### config.mk
export PLATFORM = sky130hd
export DESIGN_NAME = v68k_bus_ctrl
export DESIGN_NICKNAME = d
export VERILOG_FILES = /design/src/rtl/v68k_bus_pkg.sv /design/src/rtl/v68k_bus_timeout.sv /design/src/rtl/v68k_bus_ctrl.sv
export SDC_FILE = /design/constraint.sdc
export NUM_CORES = 1
export LEC_CHECK = 0
export BUFFER_PORTS_ARGS = -buffer_cell sky130_fd_sc_hd__buf_2
export CORE_MARGIN = 4
export CORE_UTILIZATION = 48
export CTS_CLUSTER_DIAMETER = 100
export CTS_CLUSTER_SIZE = 10
export DETAILED_ROUTE_END_ITERATION = 6
export GPL_TIMING_DRIVEN = 0
export PLACE_DENSITY = 0.81
export SLEW_MARGIN = 20
export SYNTH_ARGS = -nofsm -noshare
export SYNTH_HDL_FRONTEND = slang
export SYNTH_SLANG_ARGS = --single-unit
### constraint.sdc
create_clock -name CLK -period 2.2 [get_ports CLK]
set_input_delay 0.33 -clock CLK [delete_from_list [all_inputs] [get_ports CLK]]
set_output_delay 0.33 -clock CLK [all_outputs]
set_load 0.05 [all_outputs]
### src/rtl/v68k_bus_pkg.sv
// Shared encodings for the V68k external bus controller: FSM states, function codes,
// strobe/direction levels and the operand-port error codes.
package v68k_bus_pkg;

  typedef enum logic [2:0] {
    ST_IDLE,
    ST_ADDR,
    ST_STRB,
    ST_WDS,
    ST_WAIT,
    ST_END,
    ST_ERR,
    ST_GRANT
  } bus_state_e;

  localparam logic [2:0] FC_USER_DATA = 3'b001;
  localparam logic [2:0] FC_USER_PROG = 3'b010;
  localparam logic [2:0] FC_SUPV_DATA = 3'b101;
  localparam logic [2:0] FC_SUPV_PROG = 3'b110;

  localparam logic DS_ON     = 1'b0;
  localparam logic DS_OFF    = 1'b1;
  localparam logic AS_STROBE = 1'b0;
  localparam logic AS_OFF    = 1'b1;
  localparam logic RW_READ   = 1'b1;
  localparam logic RW_WRITE  = 1'b0;

  localparam logic [1:0] DERR_OK   = 2'b00;
  localparam logic [1:0] DERR_BUS  = 2'b01;
  localparam logic [1:0] DERR_ADDR = 2'b10;

  function automatic logic [2:0] fc_code(input logic supervisor, input logic is_fetch);
    if (supervisor) return is_fetch ? FC_SUPV_PROG : FC_SUPV_DATA;
    return is_fetch ? FC_USER_PROG : FC_USER_DATA;
  endfunction

endpackage

### src/rtl/v68k_bus_timeout.sv
// Down-counter guarding the WAIT state: loaded when the strobes go out,
// expired_o flags that the allowed number of wait cycles has been used up.
module v68k_bus_timeout #(
  parameter int W = 16
) (
  input  logic         clk_i,
  input  logic         rst_ni,
  input  logic         clr_i,
  input  logic         load_i,
  input  logic [W-1:0] load_val_i,
  input  logic         en_i,
  output logic         expired_o
);

  logic [W-1:0] cnt_q;

  always_ff @(posedge clk_i) begin
    if (!rst_ni) begin
      cnt_q <= '0;
    end else if (clr_i) begin
      cnt_q <= '0;
    end else if (load_i) begin
      cnt_q <= load_val_i;
    end else if (en_i && (cnt_q != '0)) begin
      cnt_q <= cnt_q - 1'b1;
    end
  end

  assign expired_o = (cnt_q == '0);

endmodule

### src/rtl/v68k_bus_ctrl.sv
// Arbitrates the fetch and operand ports onto a 68000-style asynchronous bus,
// sequences AS/UDS/LDS/RW, and yields the bus to external masters between cycles.
module v68k_bus_ctrl
  import v68k_bus_pkg::*;
#(
  parameter int TIMEOUT_CYCLES = 255,
  parameter int ADDR_W         = 24
) (
  input  logic              CLK,
  input  logic              RESET,
  input  logic              supervisor,
  input  logic              f_req,
  input  logic [ADDR_W-2:0] f_addr,
  output logic              f_ack,
  output logic [15:0]       f_rdata,
  output logic              f_berr,
  input  logic              d_req,
  input  logic [ADDR_W-1:0] d_addr,
  input  logic              d_we,
  input  logic              d_word,
  input  logic [15:0]       d_wdata,
  output logic              d_ack,
  output logic [15:0]       d_rdata,
  output logic [1:0]        d_err,
  output logic [ADDR_W-2:0] A,
  output logic              AS,
  output logic              UDS,
  output logic              LDS,
  output logic              RW,
  output logic [15:0]       D_out,
  output logic              D_oe,
  input  logic [15:0]       D_in,
  input  logic              DTACK,
  input  logic              BERR,
  input  logic              BR,
  output logic              BG,
  input  logic              BGACK,
  output logic [2:0]        FC
);

  localparam logic [15:0] TO_LOAD = 16'(TIMEOUT_CYCLES - 1);

  bus_state_e        state_q, state_d;
  logic              is_data_q, we_q, word_q, uds_en_q, lds_en_q, err_q, bgack_seen_q;
  logic [ADDR_W-2:0] a_q;
  logic [2:0]        fc_q;
  logic [15:0]       wdata_q, rdata_q, rd_val;
  logic              accept_d, accept_f, rd_latch, bus_err, to_expired;
  logic              in_cycle, strobing, ds_active;

  // Requesters hold req until their one-cycle ack; the loser of arbitration simply keeps waiting.
  always_comb begin
    state_d  = state_q;
    accept_d = 1'b0;
    accept_f = 1'b0;
    rd_latch = 1'b0;
    bus_err  = 1'b0;
    case (state_q)
      ST_IDLE: begin
        if (BR) begin
          state_d = ST_GRANT;
        end else if (d_req) begin
          if (d_word && d_addr[0]) begin
            state_d = ST_ERR;
          end else begin
            state_d  = ST_ADDR;
            accept_d = 1'b1;
          end
        end else if (f_req) begin
          state_d  = ST_ADDR;
          accept_f = 1'b1;
        end
      end
      ST_ADDR:  state_d = ST_STRB;
      ST_STRB:  state_d = we_q ? ST_WDS : ST_WAIT;
      ST_WDS:   state_d = ST_WAIT;
      ST_WAIT: begin
        if (BERR) begin
          state_d = ST_END;
          bus_err = 1'b1;
        end else if (DTACK) begin
          state_d  = ST_END;
          rd_latch = !we_q;
        end else if (to_expired) begin
          state_d = ST_END;
          bus_err = 1'b1;
        end
      end
      ST_END:   state_d = ST_IDLE;
      ST_ERR:   state_d = ST_IDLE;
      ST_GRANT: if (!BR && !BGACK) state_d = ST_IDLE;
      default:  state_d = ST_IDLE;
    endcase
  end

  always_comb begin
    rd_val = D_in;
    if (!word_q) rd_val = uds_en_q ? {8'h00, D_in[15:8]} : {8'h00, D_in[7:0]};
  end

  always_ff @(posedge CLK) begin
    if (!RESET) begin
      state_q      <= ST_IDLE;
      is_data_q    <= 1'b0;
      we_q         <= 1'b0;
      word_q       <= 1'b0;
      uds_en_q     <= 1'b0;
      lds_en_q     <= 1'b0;
      err_q        <= 1'b0;
      bgack_seen_q <= 1'b0;
      a_q          <= '0;
      fc_q         <= 3'b000;
      wdata_q      <= 16'h0000;
      rdata_q      <= 16'h0000;
    end else begin
      state_q <= state_d;
      if (accept_d) begin
        is_data_q <= 1'b1;
        we_q      <= d_we;
        word_q    <= d_word;
        uds_en_q  <= d_word || !d_addr[0];
        lds_en_q  <= d_word || d_addr[0];
        a_q       <= d_addr[ADDR_W-1:1];
        fc_q      <= fc_code(supervisor, 1'b0);
        wdata_q   <= d_word ? d_wdata : {d_wdata[7:0], d_wdata[7:0]};
        err_q     <= 1'b0;
      end else if (accept_f) begin
        is_data_q <= 1'b0;
        we_q      <= 1'b0;
        word_q    <= 1'b1;
        uds_en_q  <= 1'b1;
        lds_en_q  <= 1'b1;
        a_q       <= f_addr;
        fc_q      <= fc_code(supervisor, 1'b1);
        err_q     <= 1'b0;
      end
      if (rd_latch) rdata_q <= rd_val;
      if (bus_err) err_q <= 1'b1;
      if (state_q != ST_GRANT) bgack_seen_q <= 1'b0;
      else if (BGACK) bgack_seen_q <= 1'b1;
    end
  end

  v68k_bus_timeout #(.W(16)) u_timeout (
    .clk_i     (CLK),
    .rst_ni    (RESET),
    .clr_i     (state_q == ST_IDLE),
    .load_i    ((state_q == ST_STRB) || (state_q == ST_WDS)),
    .load_val_i(TO_LOAD),
    .en_i      (state_q == ST_WAIT),
    .expired_o (to_expired)
  );

  // Writes hold the data strobes back one cycle (WDS) so D is stable before DS falls.
  assign in_cycle  = (state_q == ST_ADDR) || (state_q == ST_STRB) ||
                     (state_q == ST_WDS) || (state_q == ST_WAIT);
  assign strobing  = (state_q == ST_STRB) || (state_q == ST_WDS) || (state_q == ST_WAIT);
  assign ds_active = we_q ? ((state_q == ST_WDS) || (state_q == ST_WAIT))
                          : ((state_q == ST_STRB) || (state_q == ST_WAIT));

  assign A      = a_q;
  assign FC     = fc_q;
  assign AS     = strobing ? AS_STROBE : AS_OFF;
  assign UDS    = (ds_active && uds_en_q) ? DS_ON : DS_OFF;
  assign LDS    = (ds_active && lds_en_q) ? DS_ON : DS_OFF;
  assign RW     = (in_cycle && we_q) ? RW_WRITE : RW_READ;
  assign D_oe   = in_cycle && we_q;
  assign D_out  = wdata_q;
  assign BG     = (state_q == ST_GRANT) && !bgack_seen_q;

  assign f_ack   = (state_q == ST_END) && !is_data_q;
  assign f_berr  = f_ack && err_q;
  assign f_rdata = rdata_q;
  assign d_ack   = ((state_q == ST_END) && is_data_q) || (state_q == ST_ERR);
  assign d_rdata = rdata_q;
  assign d_err   = (state_q == ST_ERR) ? DERR_ADDR :
                   ((d_ack && err_q) ? DERR_BUS : DERR_OK);

endmodule
# == Yosys cells after proc, flatten, opt, wreduce, memory -nomap -nowiden ==
# Index checks and enable logic that the tools add are counted.
# Widths: inputs -> output; s select.
# classes
addsub,1
eq_ne,11
mux,60
n_bitwise,1
reduce_logical,38
# op_table
op,n
$mux 23,2
$mux 3,15
$mux 1,36
$mux 16,2
$mux 8,3
$pmux 3 s7,1
$logic_not 16->1,1
$reduce_bool 16->1,1
$sub 16x1->16 const B,1
$eq 3x3->1 const B,4
$logic_and 1x1->1,11
$logic_or 1x1->1,10
$ne 4x4->1 const B,2
$eq 3x2->1 const B,2
$logic_not 1->1,6
$reduce_or 2->1,3
$reduce_bool 2->1,2
$eq 3x1->1 const B,1
$logic_not 3->1,1
$ne 3x3->1 const B,1
$reduce_and 3->1,1
$reduce_bool 3->1,1
$reduce_or 3->1,1
$mux 2,1
2 further kinds,2
# word_totals
reg_bits,84
input_bits,90
out_inout_bits,85
elab_cells,125

# == Logic depth before layout (Yosys ltp) ==
# depth
word_depth,10
depth_mapped,8
ltp_nobuf,7

# == Modules after synthesis ==
# Synthesis repeated with hierarchy kept, for this count alone.
# unflattened
hier_cells,473
hier_area_um2,4145.2
# by_module_without_submodules
module,instances,cells_per_inst,area_each_um2
v68k_bus_ctrl,1,362,3205.6
v68k_bus_timeout,1,111,939.7

# == Least setup slack after synthesis ==
# Ideal clock, no wire load.
# synth_path
path_kind,register to output
from,register state_q[0]
to,output f_berr
arrival_ps,2439
required_ps,1870
path_slack_ps,-569
stages_incl_launch_ff,5
n_path_buf,1
path_cell_list,dfxtp_1 clkbuf_1 nand2_1 nor3_1 and2_1
# synth_via
elab_chain_len,3
# synth_rtl
item,line,text
"start, declared",v68k_bus_ctrl.sv:43,"bus_state_e state_q, state_d;"
"start signal, assigned",v68k_bus_ctrl.sv:116,state_q <= state_d;
$eq 3x3->1,v68k_bus_ctrl.sv:171,assign f_ack = (state_q == ST_END) && !is_data_q;
$logic_and 1x1->1,v68k_bus_ctrl.sv:171,
via f_ack,v68k_bus_ctrl.sv:14,"output logic f_ack,"
$logic_and 1x1->1,v68k_bus_ctrl.sv:172,assign f_berr = f_ack && err_q;
"end, declared",v68k_bus_ctrl.sv:16,"output logic f_berr,"
# The timed path passes the listed nets, and every way through them passes these cells.

# == Final worst setup path ==
# layout_path
from,register state_q[1]
to,output BG
# layout_via
elab_chain_len,2
# layout_rtl
item,line,text
$eq 3x3->1,v68k_bus_ctrl.sv:169,assign BG = (state_q == ST_GRANT) && !bgack_seen_q;
$logic_and 1x1->1,v68k_bus_ctrl.sv:169,
"end, declared",v68k_bus_ctrl.sv:36,"output logic BG,"
# Every way passes these cells.

==> impl_summary.md <==
Logic synthesis
The synthesized area per cell is 8.88 um2. The number of nets produced by synthesis is 547. Summing every instance area after synthesis gives 0.00405 mm2. The part of the Yosys area used for sequential elements is 0.410.

The count of different cell masters after synthesis is 50. Ranked by total cell area, the synthesized netlist is headed by sky130_fd_sc_hd__dfxtp_1, sky130_fd_sc_hd__o211a_1, sky130_fd_sc_hd__mux2i_1. The most frequently used flop master after synthesis is sky130_fd_sc_hd__dfxtp_1. The number of synthesized register bits is 83. Synthesis produced a netlist whose cell count is 456. The warning count from the yosys run is 0. The top cell type's share of synthesized area is 0.410. The count of flip-flops with a built-in enable after synthesis is 0. After synthesis, the share of flip-flops with an asynchronous set or reset is 0. The post-synthesis cell type with the largest combined area is sky130_fd_sc_hd__dfxtp_1.

Clock tree
In this run the post-CTS setup repair buffer count came out at 0. Buffers inserted during clock tree synthesis total 9. Clock tree synthesis selected as its root buffer the cell sky130_fd_sc_hd__clkbuf_8. The clock-pin slew of the registers on the worst-case setup and hold paths is 80 ps. Clock latency on the worst-skew pair, taken at its later pin, is 340 ps. After clock tree synthesis, the flow added hold-fix buffers numbering 0. CTS saw 83 sinks. TritonCTS built the clock tree.

The buffer depth of the longest clock path is 2. The count of H-tree levels built during CTS is 3.

Layout
The final instance count without filler cells is 748. After the last flow step, the layout net total stands at 730. With fillers left out, the area of the finished cells amounts to 0.00528 mm2. Measured on the finished design, the core utilization comes to 0.643. The count of antenna diodes in the layout is 0. Of the cells placed in the final design, the portion with a size suffix greater than 1 is 0.362.

The count of filler cells inserted in the layout is 720. Compared with the post-synthesis result, the final layout area differs by 30.5%.

STA
For the final routed database, the setup TNS stands at 0 ps. Setup violations remaining at the end of the flow were counted as 0. The final number of max-transition violations was 0. Measured against its own limit, the worst slew margin works out to 0.596. Setup repair after global routing left no endpoint under its margin. The ratio of final minimum period to clock period is 0.913. The maximum clock rate is 0.498 GHz. The number of hold violations in the final report is 0. The worst slack on hold paths is 234 ps. The minimum clock period after layout is 2010 ps. The clock arrives with 8.72 ps of skew. The worst-margin pin slew is 606 ps.

Global routing
For this run the aggregate overflow at the end of global routing stands at 0. The total routing usage reported by global routing is 0.219. The number of antenna violations at the first check in global routing is 0. The via count of the first global-routing pass is 3,816. The wire length of the first global-routing pass is 17,900 um.

Entering global routing, the biggest net connects 14 pins.

Floorplanning
The core region is 0.00822 mm2. The floorplan die width is 99.9 um. The initial utilization of the core area, before any placement, comes to 0.493. The total die area is 0.00997 mm2.

The initialized floorplan defines 33 standard-cell rows. Pin placement for this block handled 175 I/O pins. The die is 99.9 um tall.

Detailed routing
The detail route stage leaves a number of antenna-violating nets equal to 0. The DRC violations left is 0. The first detailed-routing pass took 7 iterations. Wires add up to 11,100 um. In the final routed layout, each cell accounts on average for 14.9 um. The total number of vias is 3,892. The detail-routed via count per cell is 5.20. The starting DRC count in detailed routing is 121.

Worst hold path
Counting instances, the worst hold path has a depth of 3. The worst hold-check path type is in -> reg.

Critical path
For the worst flop-to-flop path, the logic depth is 7. The startpoint class of the critical path is a register. The critical path class is reg -> out. The biggest fanout along the worst timing path is 10. The required time of the critical path is 1870 ps. STA puts the critical path data arrival time at 1680 ps.

The worst setup path is captured at an output pin.

Place
The cell count after placement is 734. In this run the cell area measured after placement is 0.00506 mm2. Port buffering added 173 buffers. The wire-length estimate of the detail-placed layout is 8710 um.

The final weighted congestion of routability-driven global placement is 0.889.

Power and ir drop
For this design the ratio of total power to cell area is 833 mW/mm2. IR analysis of the VDD net gives a maximum drop of 0.416 mV. The leakage power is 2.94 nW.

Run status
The run finished with clean final reports.

Job
The tool flagged a number of max-cap violations equal to 0.
[area by class of cell]
| cell class | instances | area, um2 | area share |
|---|---|---|---|
| timing repair buffer | 173 | 866 | 0.164 |
| buffer | 46 | 260 | 0.0493 |
| clock buffer | 9 | 124 | 0.0234 |
| clock inverter | 6 | 105 | 0.0199 |
| sequential | 83 | 1660 | 0.314 |
| multi-input combinational | 321 | 2120 | 0.401 |
| inverter | 5 | 18.8 | 0.00355 |
| tap | 105 | 131 | 0.0249 |
[critical path: stages, from the launching register on]
cell,delay [ps]
sky130_fd_sc_hd__dfxtp_1,450
sky130_fd_sc_hd__clkbuf_1,370
sky130_fd_sc_hd__nand3_1,160
sky130_fd_sc_hd__nor2_1,100
sky130_fd_sc_hd__buf_2,270
[sequential cells by signal, indices dropped and copies added, names as in the netlist, 3 cells and up]
register         count
FC                   3
u_timeout.cnt_q     16
A                   23
state_q              3
d_rdata             16
D_out               16
[stage by stage]
step           setup WS [ps]  total power, mW
2_1_floorplan           -107             2.79
3_3_place_gp             273             3.12
3_5_place_dp             225             3.16
4_1_cts                 23.6             4.43
5_1_grt                 59.8             4.63
6_report                 192             4.40
[metal layers]
layer,share of wire,track usage
met1,0.40,0.258
met3,0.077,0.0535
met2,0.52,0.390
met4,0.0078,0.0683
met5,0,0
[worst paths after layout]
check | slack (ps) | from | end
setup / recovery | 190 | state_q[1] | BG
hold / removal | 230 | supervisor | FC[2]
setup reg to reg | 200 | u_timeout.cnt_q[0] | u_timeout.cnt_q[15]
hold reg to reg | 460 | D_out[6] | D_out[6]
[cells in the final DEF, fill, tap and decap left out, types with 6 or more instances in the layout]
master                     Yosys  final
sky130_fd_sc_hd__clkbuf_8      0      9
sky130_fd_sc_hd__a21oi_1      15     15
sky130_fd_sc_hd__nor2b_1       7      7
sky130_fd_sc_hd__nand2_1      77     77
sky130_fd_sc_hd__buf_4        18     18
sky130_fd_sc_hd__a21boi_1     18     18
sky130_fd_sc_hd__mux2i_1      35     35
sky130_fd_sc_hd__nand3_1      19     19
sky130_fd_sc_hd__nor2_1       21     21
sky130_fd_sc_hd__and2_1        6      6
sky130_fd_sc_hd__nor3_1       10      9
sky130_fd_sc_hd__xor2_1        9      9
sky130_fd_sc_hd__clkbuf_1     14     11
sky130_fd_sc_hd__o21ai_0       6      6
sky130_fd_sc_hd__o211a_1      38     38
sky130_fd_sc_hd__buf_2        14    187
sky130_fd_sc_hd__dfxtp_1      83     83
[logic make-up after synthesis]
| logic type | share of synthesized area |
|---|---|
| adders and majority gates | 0.00309 |
| xor gates and xnor gates | 0.0216 |
| buffers and inverters | 0.0692 |
| and+or+nand+nor | 0.215 |
| AOI/OAI and AO/OA | 0.189 |
| DFF | 0.410 |
| muxes | 0.0921 |
[what timing repair did]
action                                 CTS  global route
setup endpoints to repair                0             6
resized for setup                        0             4
endpoints found under the hold margin    0             0
[power by group]
group | switching (mW) | internal, mW
clock | 0.528 | 0.742
sequential | 0.111 | 1.64
combinational | 0.929 | 0.457
[synthesized netlist by cell type (5+ instances only)]
master and n:
sky130_fd_sc_hd__or3_1 5, sky130_fd_sc_hd__clkbuf_1 14, sky130_fd_sc_hd__buf_2 14, sky130_fd_sc_hd__and2_1 6
sky130_fd_sc_hd__a21boi_1 18, sky130_fd_sc_hd__a21oi_1 15, sky130_fd_sc_hd__nor2b_1 7, sky130_fd_sc_hd__o211a_1 38
sky130_fd_sc_hd__o21ai_0 6, sky130_fd_sc_hd__nor2_1 21, sky130_fd_sc_hd__nand2_1 77, sky130_fd_sc_hd__buf_4 18
sky130_fd_sc_hd__nor3_1 10, sky130_fd_sc_hd__dfxtp_1 83, sky130_fd_sc_hd__xor2_1 9, sky130_fd_sc_hd__nand3_1 19
sky130_fd_sc_hd__mux2i_1 35, sky130_fd_sc_hd__inv_1 5
(Power assumes the default switching activity.)
